### config.mk
export PLATFORM = sky130hd
export DESIGN_NAME = lse_mult_pipe
export DESIGN_NICKNAME = d
export VERILOG_FILES = /design/src/rtl/lse_mult_pipe.sv
export SDC_FILE = /design/constraint.sdc
export NUM_CORES = 1
export LEC_CHECK = 0
export BUFFER_PORTS_ARGS = -buffer_cell sky130_fd_sc_hd__buf_2
export CORE_MARGIN = 2
export CORE_UTILIZATION = 64
export CTS_BUF_LIST = sky130_fd_sc_hd__clkbuf_8
export CTS_CLUSTER_DIAMETER = 100
export DETAILED_ROUTE_END_ITERATION = 8
export PLACE_DENSITY = 0.95
export REMOVE_ABC_BUFFERS = 1
export SETUP_SLACK_MARGIN = 0.1
export SLEW_MARGIN = 15
export SYNTH_ARGS = -nofsm -noshare
export SYNTH_HDL_FRONTEND = slang
export SYNTH_SLANG_ARGS = --single-unit
### constraint.sdc
create_clock -name i_clk -period 6.6 [get_ports i_clk]
set_input_delay 1.32 -clock i_clk [delete_from_list [all_inputs] [get_ports i_clk]]
set_output_delay 1.32 -clock i_clk [all_outputs]
set_load 0.005 [all_outputs]
### src/rtl/lse_mult_pipe.sv
// lse_mult_pipe: two-stage log-space multiplier (saturating add), full-width or packed sub-word lanes.
// Define LSE_MULT_SAT_STICKY_EN to add per-lane sticky saturation flags (i_sat_clr / o_sat_sticky).
module lse_mult_pipe #(
  parameter int P_WIDTH     = 24,
  parameter int P_LANES     = 4,
  parameter int P_SUB_WIDTH = 6
) (
  input  logic               i_clk,
  input  logic               i_rst,
  input  logic               i_valid,
  output logic               o_ready,
  input  logic [P_WIDTH-1:0] i_operand_a,
  input  logic [P_WIDTH-1:0] i_operand_b,
  input  logic [1:0]         i_pe_mode,
`ifdef LSE_MULT_SAT_STICKY_EN
  input  logic               i_sat_clr,
  output logic [P_LANES-1:0] o_sat_sticky,
`endif
  output logic               o_valid,
  input  logic               i_ready,
  output logic [P_WIDTH-1:0] o_product,
  output logic [1:0]         o_mode
);

  localparam logic [P_WIDTH-1:0]        FULL_NEG_INF = {1'b1, {(P_WIDTH-1){1'b0}}};
  localparam logic [P_WIDTH-1:0]        FULL_MAX     = {1'b0, {(P_WIDTH-1){1'b1}}};
  localparam logic [P_WIDTH-1:0]        FULL_MIN_FIN = {1'b1, {(P_WIDTH-2){1'b0}}, 1'b1};
  localparam logic signed [P_WIDTH:0]   FULL_MAX_EXT = {2'b00, {(P_WIDTH-1){1'b1}}};
  localparam logic signed [P_WIDTH:0]   FULL_MIN_EXT = {2'b11, {(P_WIDTH-2){1'b0}}, 1'b1};

  localparam logic [P_SUB_WIDTH-1:0]      SUB_NEG_INF = {1'b1, {(P_SUB_WIDTH-1){1'b0}}};
  localparam logic [P_SUB_WIDTH-1:0]      SUB_MAX     = {1'b0, {(P_SUB_WIDTH-1){1'b1}}};
  localparam logic [P_SUB_WIDTH-1:0]      SUB_MIN_FIN = {1'b1, {(P_SUB_WIDTH-2){1'b0}}, 1'b1};
  localparam logic signed [P_SUB_WIDTH:0] SUB_MAX_EXT = {2'b00, {(P_SUB_WIDTH-1){1'b1}}};
  localparam logic signed [P_SUB_WIDTH:0] SUB_MIN_EXT = {2'b11, {(P_SUB_WIDTH-2){1'b0}}, 1'b1};

  logic               en;
  logic               s1_valid;
  logic [P_WIDTH-1:0] s1_a;
  logic [P_WIDTH-1:0] s1_b;
  logic [1:0]         s1_mode;

  // A single enable stalls every stage together; downstream backpressure reaches o_ready combinationally.
  assign en      = ~o_valid | i_ready;
  assign o_ready = en;

  always_ff @(posedge i_clk or posedge i_rst) begin
    if (i_rst) begin
      s1_valid <= 1'b0;
      s1_a     <= '0;
      s1_b     <= '0;
      s1_mode  <= 2'd0;
    end else if (en) begin
      s1_valid <= i_valid;
      s1_a     <= i_operand_a;
      s1_b     <= i_operand_b;
      s1_mode  <= i_pe_mode;
    end
  end

  logic signed [P_WIDTH:0] full_sum;
  logic                    full_ninf;
  logic                    full_ovf;
  logic                    full_unf;
  logic [P_WIDTH-1:0]      full_res;

  assign full_sum  = $signed({s1_a[P_WIDTH-1], s1_a}) + $signed({s1_b[P_WIDTH-1], s1_b});
  assign full_ninf = (s1_a == FULL_NEG_INF) | (s1_b == FULL_NEG_INF);
  assign full_ovf  = full_sum > FULL_MAX_EXT;
  assign full_unf  = full_sum < FULL_MIN_EXT;

  always_comb begin
    full_res = full_sum[P_WIDTH-1:0];
    if (full_ninf)     full_res = FULL_NEG_INF;
    else if (full_ovf) full_res = FULL_MAX;
    else if (full_unf) full_res = FULL_MIN_FIN;
  end

  logic [P_WIDTH-1:0] packed_res;
`ifdef LSE_MULT_SAT_STICKY_EN
  logic [P_LANES-1:0] packed_sat;
`endif

  // Each lane sums at one extra bit so nothing carries into its neighbour.
  for (genvar k = 0; k < P_LANES; k++) begin : g_lane
    logic [P_SUB_WIDTH-1:0]      la;
    logic [P_SUB_WIDTH-1:0]      lb;
    logic signed [P_SUB_WIDTH:0] lsum;
    logic                        ninf;
    logic                        ovf;
    logic                        unf;

    assign la   = s1_a[k*P_SUB_WIDTH +: P_SUB_WIDTH];
    assign lb   = s1_b[k*P_SUB_WIDTH +: P_SUB_WIDTH];
    assign lsum = $signed({la[P_SUB_WIDTH-1], la}) + $signed({lb[P_SUB_WIDTH-1], lb});
    assign ninf = (la == SUB_NEG_INF) | (lb == SUB_NEG_INF);
    assign ovf  = lsum > SUB_MAX_EXT;
    assign unf  = lsum < SUB_MIN_EXT;

    assign packed_res[k*P_SUB_WIDTH +: P_SUB_WIDTH] =
      ninf ? SUB_NEG_INF : ovf ? SUB_MAX : unf ? SUB_MIN_FIN : lsum[P_SUB_WIDTH-1:0];
`ifdef LSE_MULT_SAT_STICKY_EN
    assign packed_sat[k] = ~ninf & (ovf | unf);
`endif
  end

  always_ff @(posedge i_clk or posedge i_rst) begin
    if (i_rst) begin
      o_valid   <= 1'b0;
      o_product <= '0;
      o_mode    <= 2'd0;
    end else if (en) begin
      o_valid   <= s1_valid;
      o_product <= (s1_mode == 2'd0) ? full_res : packed_res;
      o_mode    <= s1_mode;
    end
  end

`ifdef LSE_MULT_SAT_STICKY_EN
  logic               full_sat;
  logic [P_LANES-1:0] s2_sat;
  logic [P_LANES-1:0] sat_set;

  assign full_sat = ~full_ninf & (full_ovf | full_unf);
  assign sat_set  = (o_valid & i_ready) ? s2_sat : '0;

  always_ff @(posedge i_clk or posedge i_rst) begin
    if (i_rst) begin
      s2_sat <= '0;
    end else if (en) begin
      s2_sat <= (s1_mode == 2'd0) ? {{(P_LANES-1){1'b0}}, full_sat} : packed_sat;
    end
  end

  // Flags only record results that actually leave the pipe; a coincident clear loses to a new set.
  always_ff @(posedge i_clk or posedge i_rst) begin
    if (i_rst) begin
      o_sat_sticky <= '0;
    end else if (i_sat_clr) begin
      o_sat_sticky <= sat_set;
    end else begin
      o_sat_sticky <= o_sat_sticky | sat_set;
    end
  end
`endif

endmodule
==> metrics.csv, run 1 <==
metric,value,unit
status,"finished, final reports clean",
vias post-DR,4992,
Initial Util,0.649,
Post-synth top flop,dfrtp_1,
Avg Inst Size Synth,8.07,sq um
crit path DAT,3830,ps
Post-DRT Antenna Nets,0,
antenna fix cells,0,
CP endpoint kind,flip-flop,
"Seq/Total Area, Yosys",0.372,
post-CTS setup repair buffer count,0,
IO buf count,81,
Detailed Route WL,13500,um
CTS Buf Count,9,
die width,94.6,um
Net Sw Frac,0.411,
placed cells,812,
asr flop ratio synth,1.00,
first-pass GRT wire length,22600,um
Maximum Capacitance Violations,0,
worst setup slack after placement,3110,ps
Setup TNS,0,ps
Comb pwr share,0.474,
vias in the first global route,4717,
gr usage total,0.318,
synth warn,0,
post-synth cell types,69,
DRC,0,
FMAX,0.281,GHz
pin count of the biggest net entering global routing,91,
Root Driver,clkbuf_8,
RD Place Congestion,0.977,
Worst-Skew Late Latency,360,ps
wire per inst,16.3,um
P_sw,0.835,mW
drt initial violations,307,
final instance count without filler cells,828,
core area,8090,sq um
Clk pwr share,0.193,
drt via density,6.03,
synthesis-to-finish area growth,12.5,%
Peak VDD IR,0.166,mV
Crit Path Max Fanout,6,
mapped cell area,5250,sq um
htree depth,3,
max layer used,met4,
Synth Register Bits,78,
Congestion Overflow GR,0,
crit path time final,3560,ps
Pleak,2.88,nW
Multi-input gate area,3100,sq um
Reg area,1950,sq um
final worst slack,3040,ps
FILL cells,670,
row count,33,
"commonest non-fill, non-tap cell in the layout",nand2_1,
Fin. Hold Viols,0,
clk buf depth,2,
RSZ-0062 raised after global routing,no,
clock sinks,78,
CTS tree,yes,
die height,94.6,um
Min Hold Slack,471,ps
worst path required time,6870,ps
Ports,82,
WL met3,1190,um
final net count,800,
Internal Power,1.20,mW
Post-synth EDFFs,0,
most frequent cells in the layout,"170 x nand2_1, 81 x buf_2, 78 x dfrtp_1, 57 x nor2_1, 44 x a21oi_1",
PostCTS Resize Cnt,0,
layout cell share with drive strength beyond 1,0.160,
Reg power frac,0.333,
Cell Pwr Density,344,nW/um^2
"Reg clk slew, reported paths",90,ps
met1 WL,5980,um
worst clock skew,13.5,ps
Post-CTS Hold Buffers,0,
wire length on met2,6030,um
Slew HR,0.367,
worst slew pin tran,950,ps
setup violators final,0,
HPWL Detailed,10200,um
total power,2.03,mW
Initial DRT Pass Iterations,5,
Tcrit/Tclk final,0.540,
Worst Setup Start Kind,flip-flop,
worst min path class,reg -> reg,
final max-slew violation count,0,
Post-Syn Instances,651,
die area,8950,sq um
initial antenna violation count,0,
WS Path Type,reg -> reg,
-- state kept, by name (all words and copies together) (netlist names) --
signal / cells
s1_mode: 2
s1_a: 24
o_valid: 1
s1_b: 24
s1_valid: 1
o_mode: 2
o_product: 24
-- kinds of logic (layout without fill, tap and decap cells) --
group,after synthesis,count (layout),share of synthesized area
buffers and inverters,50,122,0.0400
flip-flops,78,78,0.372
AND/OR/NAND/NOR,307,307,0.261
AO/OA/AOI/OAI,157,157,0.202
adder cells (fa/ha/maj),28,28,0.0724
XOR/XNOR,29,29,0.0498
multiplexers,2,2,0.00381
-- stage by stage --
stage	cell area, sq um	util
6_report	5910	0.730
5_1_grt	5910	0.730
4_1_cts	5910	0.730
3_5_place_dp	5690	0.703
3_3_place_gp	5690	0.703
2_1_floorplan	5130	-
-- critical path, stage by stage, from the launching register on --
cell      delay (ps)
dfrtp_1          390
ha_1             210
inv_1             70
fa_1             390
nor2b_1          220
o211ai_1         240
a211oi_1         510
nor4_2           110
or3_1            330
nand4_1          130
nand4_1          130
o41ai_1          430
mux2i_1          160
a21oi_1          160
-- power by group through the flow --
stage / Clock, mW / Sequential [mW] / Combinational (mW)
3_3_place_gp: 0 / 0.676 / 0.921
5_1_grt: 0.413 / 0.692 / 1.06
3_5_place_dp: 0 / 0.686 / 0.938
6_report: 0.392 / 0.676 / 0.964
4_1_cts: 0.395 / 0.677 / 0.945
2_1_floorplan: 0 / 0.676 / 0.657
-- synthesized netlist by cell type, drive strengths merged (2+ instances only) --
library cell  instances  area (sq um)
o211ai                4          30.0
o32a                  6          60.1
and3                  4          25.0
fa                    4          80.1
a211oi               10          75.1
dfrtp                78          1950
mux2i                 2          20.0
or3                   3          18.8
nand3                 7          35.0
a31o                  3          35.0
o21ai                31           170
a22oi                 5          37.5
and2                 12          77.6
clkbuf               15          56.3
nor4                  6          43.8
nand4                 9          56.3
o221ai                2          17.5
buf                  13          71.3
nor2b                 7          43.8
nand2               170           638
inv                  22          82.6
ha                   24           300
nand2b               11          68.8
or4                   6          45.0
or2                   5          31.3
a21o                 14           105
a31oi                 5          31.3
o21a                  9          67.6
o22ai                 3          18.8
nor3                  6          30.0
xnor2                16           140
o21bai                4          30.0
xor2                 13           121
nor2                 57           214
o22a                  2          17.5
a21oi                45           236
-- cell type report --
| class | count | share of cell area |
|---|---|---|
| Multi-Input combinational cell | 523 | 0.525 |
| Sequential cell | 78 | 0.330 |
| Timing Repair Buffer | 84 | 0.0724 |
| Tap cell | 105 | 0.0222 |
| Clock buffer | 9 | 0.0210 |
| Clock inverter | 7 | 0.0155 |
| Inverter | 22 | 0.0140 |
-- routing by layer --
metal	vias to the layer above	track usage
met2	243	0.502
li1	2391	-
met4	0	0.0930
met5	-	0
met1	2327	0.445
met3	31	0.0630
-- worst paths after layout --
check	cells past startpoint	slack [ps]	startpoint	end
min reg2reg	2	470	o_mode[0]	o_mode[0]
max in group asynchronous	3	4720	i_rst	s1_a[13]
max reg2reg	13	3040	s1_a[0]	o_product[0]
min in group asynchronous	3	1230	i_rst	o_mode[0]
min	2	470	o_mode[0]	o_mode[0]
max	13	3040	s1_a[0]	o_product[0]
Power figures use the tool's default switching activity.
==> run 2, diff against run 1 <==
CORE_UTILIZATION = 54   (was 64)
PLACE_DENSITY = 0.88   (was 0.95)
clock period = 2.9 ns   (was 6.6 ns; I/O delays follow)
==> run 2 against run 1 <==
The flow now finishes with violations (negative setup slack). Sequential share of layout area fell by 6.4 points. Non-clock buffer count rose by 124. Global-route usage rose by 1.5 points. First-iteration DRC count rose by 33%. Highest routed layer unchanged.
==> metrics.csv, run 2 (synthesis gave the netlist of run 1 again) <==
metric,value,unit,change
Initial Util,0.563,,-0.0859
htree depth,3,,unchanged
Worst-Skew Late Latency,360,ps,about the same
Fin. Hold Viols,0,,unchanged
final max-slew violation count,0,,unchanged
RSZ-0062 raised after global routing,yes,,
RD Place Congestion,0.951,,-2.7%
row count,35,,+6.1%
most frequent cells in the layout,"170 x nand2_1, 115 x buf_4, 81 x buf_2, 78 x dfrtp_1, 50 x nor2_1",,
CP peak stage delay,370,ps,-140 ps
placed cell area,6520,sq um,+15%
Tcrit/Tclk final,1.07,,+0.528
biggest regs,"o_product x24, s1_a x24, s1_b x24",,
placed cells,941,,+16%
pin count of the biggest net entering global routing,47,,-48%
wire per inst,18.2,um,+12%
vias in the first global route,5498,,+17%
reg-to-reg startpoint,s1_a[0],,
CP endpoint kind,flip-flop,,
die height,103,um,+8.5%
worst path required time,3180,ps,-3690 ps
Peak VDD IR,0.356,mV,+110%
FMAX,0.323,GHz,+15%
HPWL Detailed,12600,um,+23%
"commonest non-fill, non-tap cell in the layout",nand2_1,,
core area,9330,sq um,+15%
CTS tree,yes,,
Detailed Route WL,17700,um,+31%
Post-CTS Hold Buffers,0,,unchanged
antenna fix cells,0,,unchanged
worst min path class,in -> async,,
"Reg clk slew, reported paths",90,ps,about the same
DRC,0,,unchanged
setup violators final,13,,+13
Setup TNS,-639,ps,-639 ps
CTS Buf Count,9,,unchanged
status,"complete, but fails checks",,
drt via density,5.82,,-3.5%
violated checks,negative setup slack,,
crit path DAT,3380,ps,-450 ps
synthesis-to-finish area growth,39.7,%,
worst setup slack after placement,-392,ps,-3500 ps
Post-DRT Antenna Nets,0,,unchanged
worst clock skew,17.6,ps,+4.10 ps
drt initial violations,408,,+33%
Min Hold Slack,214,ps,-258 ps
worst slew pin tran,686,ps,-264 ps
Most common cell on crit path,nand4_1,,
die width,103,um,+8.5%
Initial DRT Pass Iterations,5,,unchanged
vias post-DR,5667,,+14%
layout cell share with drive strength beyond 1,0.363,,+0.203
final instance count without filler cells,974,,+18%
reg2reg end,o_product[0],,
Crit Path Max Fanout,2,,-4
Maximum Capacitance Violations,0,,unchanged
crit path cell chain,"ha_2, inv_2, fa_2, nor2b_2, buf_4, o21a_1, nor2_1, xor2_1, nand4_1, nor4_2, nand4_1, o41ai_2, mux2i_1, a21oi_1",,
Root Driver,clkbuf_8,,
Ports,82,,unchanged
Worst Setup Start Kind,flip-flop,,
clock sinks,78,,unchanged
first-pass GRT wire length,27100,um,+20%
"Non-Filler Cell Area, Final",7340,sq um,+24%
IO buf count,81,,unchanged
final worst slack,-197,ps,-3240 ps
Pleak,3.56,nW,+23%
die area,10500,sq um,+18%
Cell Pwr Density,769,nW/um^2,+120%
Crit. Startpoint,s1_a[0],,
crit path time final,3100,ps,-465 ps
clk buf depth,2,,unchanged
gr usage total,0.333,,+0.0155
R2R setup slack,-200,ps,-3240 ps
initial antenna violation count,0,,unchanged
Slew HR,0.543,,+0.176
Congestion Overflow GR,0,,unchanged
final net count,924,,+16%
WS Path Type,reg -> reg,,
r2r worst-path depth,14,,+1
slowest CP cell,dfrtp_1,,
==> run 2: routing by layer <==
| metal | GRT usage | wire, um | share of wire | up-vias |
|---|---|---|---|---|
| met4 | 0.128 | 637 | 0.036 | 0 |
| met5 | 0 | 0 | 0 | - |
| met1 | 0.457 | 7420 | 0.42 | 2692 |
| met2 | 0.530 | 8350 | 0.47 | 288 |
| li1 | - | - | - | 2623 |
| met3 | 0.0569 | 1320 | 0.074 | 64 |
==> run 2: worst max-delay path by stage <==
stage | end | slack (ps)
after detailed placement | o_product[22] | -390
after global placement | o_product[22] | -300
after floorplan | o_product[0] | -1080
final | o_product[0] | -200
after global routing | o_product[0] | -320
after CTS | o_product[0] | -30
==> run 2: critical path: cells and delay by family, from the launching register on <==
| kind | cells | cell delay [ps] |
|---|---|---|
| muxes | 1 | 110 |
| and+or+nand+nor | 5 | 960 |
| adders and majority gates | 2 | 540 |
| xor gates and xnor gates | 1 | 240 |
| buffers and inverters | 2 | 170 |
| AOI/OAI and AO/OA | 3 | 610 |
| DFF | 1 | 370 |
==> run 2: timing repair <==
| item | in CTS | in global routing |
|---|---|---|
| setup buffers | 16 | 3 |
| endpoints found under the setup margin | 23 | 23 |
| pin swaps | 35 | 13 |
| gates resized for setup | 67 | 33 |
==> run 2: final cells by class <==
class	count	area [sq um]
fill	644	1990
timing repair buffer	208	1420
sequential	78	1950
tap	129	161
clock buffer	10	138
multi-input combinational	523	3560
clock inverter	4	25.0
inverter	22	85.1
==> run 2: power breakdown <==
group | internal [mW] | switching [mW] | total [mW] | leakage, nW
combinational | 1.58 | 1.81 | 3.39 | 2.56
sequential | 1.36 | 0.179 | 1.53 | 0.919
clock | 0.322 | 0.404 | 0.726 | 0.0800
==> run 2: metrics by stage <==
step | utilization | power, mW
3_3_place_gp | 0.699 | 4.14
2_1_floorplan | - | 3.03
5_1_grt | 0.787 | 5.97
4_1_cts | 0.766 | 5.33
6_report | 0.787 | 5.65
3_5_place_dp | 0.699 | 4.22
